**config.mk**
```make
export PLATFORM = sky130hd
export DESIGN_NAME = and_result_packer
export DESIGN_NICKNAME = d
export VERILOG_FILES = /design/src/rtl/and_result_packer.sv
export SDC_FILE = /design/constraint.sdc
export NUM_CORES = 1
export LEC_CHECK = 0
export CAP_MARGIN = 20
export CELL_PAD_IN_SITES_DETAIL_PLACEMENT = 1
export CELL_PAD_IN_SITES_GLOBAL_PLACEMENT = 1
export CORE_ASPECT_RATIO = 1.1
export CORE_MARGIN = 2
export CORE_UTILIZATION = 36
export DETAILED_ROUTE_END_ITERATION = 6
export PLACE_DENSITY_LB_ADDON = 0.1
export SYNTH_ARGS = -nofsm -noshare
export SYNTH_HDL_FRONTEND = slang
export SYNTH_SLANG_ARGS = --single-unit
```
**constraint.sdc**
```tcl
create_clock -name clk -period 1.85 [get_ports clk]
set_input_delay 0.4625 -clock clk [delete_from_list [all_inputs] [get_ports clk]]
set_output_delay 0.4625 -clock clk [all_outputs]
set_load 0.01 [all_outputs]
```
**src/rtl/and_result_packer.sv**
```systemverilog
// Packs PACK consecutive DATA_W-bit gate results into one word behind a valid/ready output.
// Optional `AND_PACK_PARITY_EN adds a registered even-parity bit over out_data.
module and_result_packer #(
    parameter int unsigned DATA_W = 4,
    parameter int unsigned PACK   = 4
) (
    input  logic                       clk,
    input  logic                       rst,
    input  logic                       in_valid,
    input  logic [DATA_W-1:0]          in_data,
    output logic                       in_ready,
    input  logic                       flush,
    output logic                       out_valid,
    input  logic                       out_ready,
    output logic [DATA_W*PACK-1:0]     out_data,
`ifdef AND_PACK_PARITY_EN
    output logic                       out_parity,
`endif
    output logic [$clog2(PACK+1)-1:0]  out_cnt
);

    localparam int unsigned CNT_W  = $clog2(PACK + 1);
    localparam int unsigned LC_W   = $clog2(PACK);
    localparam int unsigned WORD_W = DATA_W * PACK;

    logic [PACK-1:0][DATA_W-1:0] lanes;
    logic [LC_W-1:0]             lane_cnt;

    logic                        slot_free_c;
    logic                        last_lane_c;
    logic                        accept_c;
    logic                        close_c;
    logic [PACK-1:0][DATA_W-1:0] word_c;
    logic [CNT_W-1:0]            word_cnt_c;

    // Handshake and close decisions, all from registered state plus current inputs.
    always_comb begin
        slot_free_c = !out_valid || out_ready;
        last_lane_c = (lane_cnt == LC_W'(PACK - 1));
        in_ready    = !(last_lane_c && !slot_free_c)
                   && !(flush && (lane_cnt != '0) && !slot_free_c);
        accept_c    = in_valid && in_ready;
        close_c     = (accept_c && last_lane_c)
                   || (flush && ((lane_cnt != '0) || accept_c) && slot_free_c);
    end

    // Word as it would close this cycle; lanes above lane_cnt are already zero.
    always_comb begin
        word_c     = lanes;
        word_cnt_c = CNT_W'(lane_cnt) + CNT_W'(accept_c);
        if (accept_c) begin
            word_c[lane_cnt] = in_data;
        end
    end

    always_ff @(posedge clk) begin
        if (rst) begin
            lanes     <= '0;
            lane_cnt  <= '0;
            out_valid <= 1'b0;
            out_data  <= '0;
            out_cnt   <= '0;
`ifdef AND_PACK_PARITY_EN
            out_parity <= 1'b0;
`endif
        end else if (close_c) begin
            out_data  <= WORD_W'(word_c);
            out_cnt   <= word_cnt_c;
            out_valid <= 1'b1;
            lane_cnt  <= '0;
            lanes     <= '0;
`ifdef AND_PACK_PARITY_EN
            out_parity <= ^word_c;
`endif
        end else begin
            if (out_valid && out_ready) begin
                out_valid <= 1'b0;
            end
            if (accept_c) begin
                lanes[lane_cnt] <= in_data;
                lane_cnt        <= lane_cnt + LC_W'(1);
            end
        end
    end

endmodule

```
==> reports/metrics.csv <==
stage,metric,value,unit
outcome,status,finished clean,
placement,preCtsSetupSlack,-0.3103,ns
synthesis,synth_seq_cells,38,
final_layout,fin_nets,228,
critical_path,cp.required,2.01,ns
die,start_util,37.04,%
clock_tree,cts_tree,done,
power_and_ir_drop,p_leak,0.8549,nW
critical_path,critPathBufInv,2,
sta,fmax,562.6,MHz
power_and_ir_drop,p_sw_share,30.12,%
clock_tree,numCtsBuffers,5,
synthesis,synth_flop_cell,dfxtp_1,
power_and_ir_drop,p_switching,0.6500,mW
sta,fin_ws,0.07268,ns
worst_hold_path,hold_path.class,register to register,
die,core_area,4587,sq um
critical_path,cp-start-kind,input pin,
global_route,track_usage,16.81,%
routing,first_iter_violations,41,
power_and_ir_drop,combinationalPowerShare,29.0,%
synthesis,yosysSeqAreaShare,44.77,%
synthesis,synthTopCellsByArea,"dfxtp_1 (45%), mux2i_1 (6.5%), a311oi_2 (6.2%)",
die,die_x,69.51,um
global_route,first_global_vias,1461,
clock_tree,path_clk_slew,0.07,ns
power_and_ir_drop,power_frac_seq,43.2,%
final_layout,drive_gt1_share,29.44,%
placement,hpwlAfterDp,3038,um
sta,hold_ws,0.4954,ns
critical_path,crit_chain,"clkdlybuf4s50_1, buf_4, and3_1, mux2i_1, a211oi_1",
clock_tree,cts_max_path_buffers,2,
clock_tree,hold_buffers,0,
synthesis,ys_async_sr_fraction,0,%
critical_path,crit_type,input pin to register,
sta,finalCriticalPeriod,1.777,ns
routing,drcViolationCount,0,
clock_tree,cts.sinks,38,
routing,post_drt_wl_per_cell,15.11,um
critical_path,crit_arrival,1.94,ns
synthesis,yosysTopAreaCell,dfxtp_1,
synthesis,yosysMostFrequentCell,dfxtp_1,
routing,drtAntennaViolNets,0,
sta,rsz0062_at_grt,no,
synthesis,syn_inst,164,
synthesis,synth_edf_count,0,
sta,min_period_over_period,96.07,%
power_and_ir_drop,irDropWorstVdd,575.2,uV
die,die_h,76.06,um
sta,fin_skew,0.008244,ns
sta,finalHoldViolCount,0,
synthesis,yosys.cell_types.count,35,
critical_path,critPathTopFamily,buffers and inverters,
placement,routabilityCongestion,0.7637,
die,die_area,5286,sq um
clock_tree,htree_levels,2,
critical_path,crit_fanout,4,
global_route,grt_max_degree,21,
synthesis,syn_nets,179,
synthesis,syn-cell-area,1699,sq um
synthesis,syn_area_per_cell,10.36,sq um
global_route,grt_first_pass_wirelength,7120,um
final_layout,n_antenna_cell,0,
sta,worst_pin_slew,0.3230,ns
power_and_ir_drop,p_per_area,932.3,nW/um^2
critical_path,endpoint_kind,register,
run,max_cap_violations,0,
sta,relSlewSlack,77.85,%
synthesis,yosysWarnings,0,
die,ios,30,
clock_tree,root_buffer,clkbuf_8,
routing,dr.pass1.iters,4,
power_and_ir_drop,p_total,2.158,mW
sta,drv_slew,0,
clock_tree,insertion_delay,0.29,ns
global_route,antenna_found_initial,0,
routing,via_count,1354,
sta,finalSetupViolations,0,
routing,routed_wl,4081,um
power_and_ir_drop,internal_power,1.508,mW
power_and_ir_drop,p_clk_share,27.8,%
critical_path,worst_path_max_delay_cell,clkdlybuf4s50_1,
synthesis,yosys.area.top_type_share,44.77,%
placement,numPortBuffers,29,
final_layout,area_growth,36.23,%
synthesis,synthTopCellsByCount,"dfxtp_1 (38), nor2_1 (19), nand3_1 (12), mux2i_1 (11)",
critical_path,max_stage_delay,0.52,ns
routing,viasPerCell,5.015,
die,num_rows,26,
global_route,grt_overflow,0,
logic make-up (layout without fill, tap and decap cells):
| family | Yosys count | in the layout | share of synthesized area, % |
|---|---|---|---|
| xor+xnor | 1 | 1 | 0.5156 |
| compound gates | 38 | 38 | 19.29 |
| fa+ha+maj | 6 | 6 | 4.418 |
| mux | 11 | 11 | 6.480 |
| flops | 38 | 38 | 44.77 |
| buf+inv | 15 | 65 | 6.184 |
| simple gates | 55 | 55 | 18.34 |
metal layers:
metal  up-vias  track usage [%]  wire, um
met5         -                0         0
met1       653            20.08      1826
met2        21            29.33      2062
li1        676                -         -
met4         0            5.294        53
met3         4            4.365       139
path summary, 6_finish.rpt:
check,from,end,slack [ns],depth (start not counted)
worst max register to register,lane_cnt[1]$_SDFFE_PP0N_,out_data[3]$_SDFFE_PP0P_,0.15,8
worst min-delay path,lanes[1]$_SDFF_PP0_,out_data[1]$_SDFFE_PP0P_,0.50,2
worst max-delay path,in_valid,out_data[15]$_SDFFE_PP0P_,0.07,5
worst min register to register,lanes[1]$_SDFF_PP0_,out_data[1]$_SDFFE_PP0P_,0.50,2
worst min-delay path: stages (launching register included):
cell and delay, ns:
dfxtp_1 0.32, nand2_1 0.06, a311oi_1 0.08
power groups by stage:
stage / clock network, mW / registers [mW] / logic (mW)
after floorplan: 0 / 0.978 / 0.340
after global placement: 0 / 0.946 / 0.607
after detailed placement: 0 / 0.950 / 0.630
after CTS: 0.620 / 0.931 / 0.631
after global routing: 0.658 / 0.944 / 0.684
final: 0.600 / 0.932 / 0.626
state kept, by name, summed over array words and instances (netlist names):
signal,count
out_cnt,3
out_data,16
out_valid,1
lanes,16
lane_cnt,2
placed cells by master, fill, tap and decap left out, types with 2 or more instances in the layout:
cell / n
a211oi_1: 4
a21oi_1: 8
a311oi_1: 5
a311oi_2: 7
buf_12: 2
buf_4: 21
clkbuf_8: 6
clkdlybuf4s50_1: 26
dfxtp_1: 36
ha_1: 3
ha_4: 3
inv_1: 2
inv_2: 2
mux2i_1: 11
nand2_1: 8
nand2b_4: 2
nand3_1: 12
nor2_1: 19
nor2_2: 2
nor2_4: 7
o21ai_0: 3
o21ai_1: 5
cell type report:
type	instances	area [sq um]
sequential	38	765.7
clock inverter	2	12.51
timing repair buffer	52	484.2
fill	519	2272
inverter	5	21.27
tap	56	70.07
clock buffer	6	82.58
multi-input combinational	111	878.3
metrics by stage:
stage               std cells  utilization (%)  setup TNS (ns)  cell area [sq um]
floorplan                 164                -               0               1742
global placement          262            48.25          -5.682               2213
detailed placement        262            48.25          -7.318               2213
CTS                       270            50.19               0               2302
global route              270            50.46               0               2315
finish                    270            50.46               0               2315
timing repair:
| item | CTS | global route |
|---|---|---|
| resized for setup | 5 | 4 |
| setup buffers | 0 | 1 |
| endpoints found under the setup margin | 1 | 6 |
| pin swaps | 0 | 4 |
Note: power is estimated with default switching activity, not from simulation.
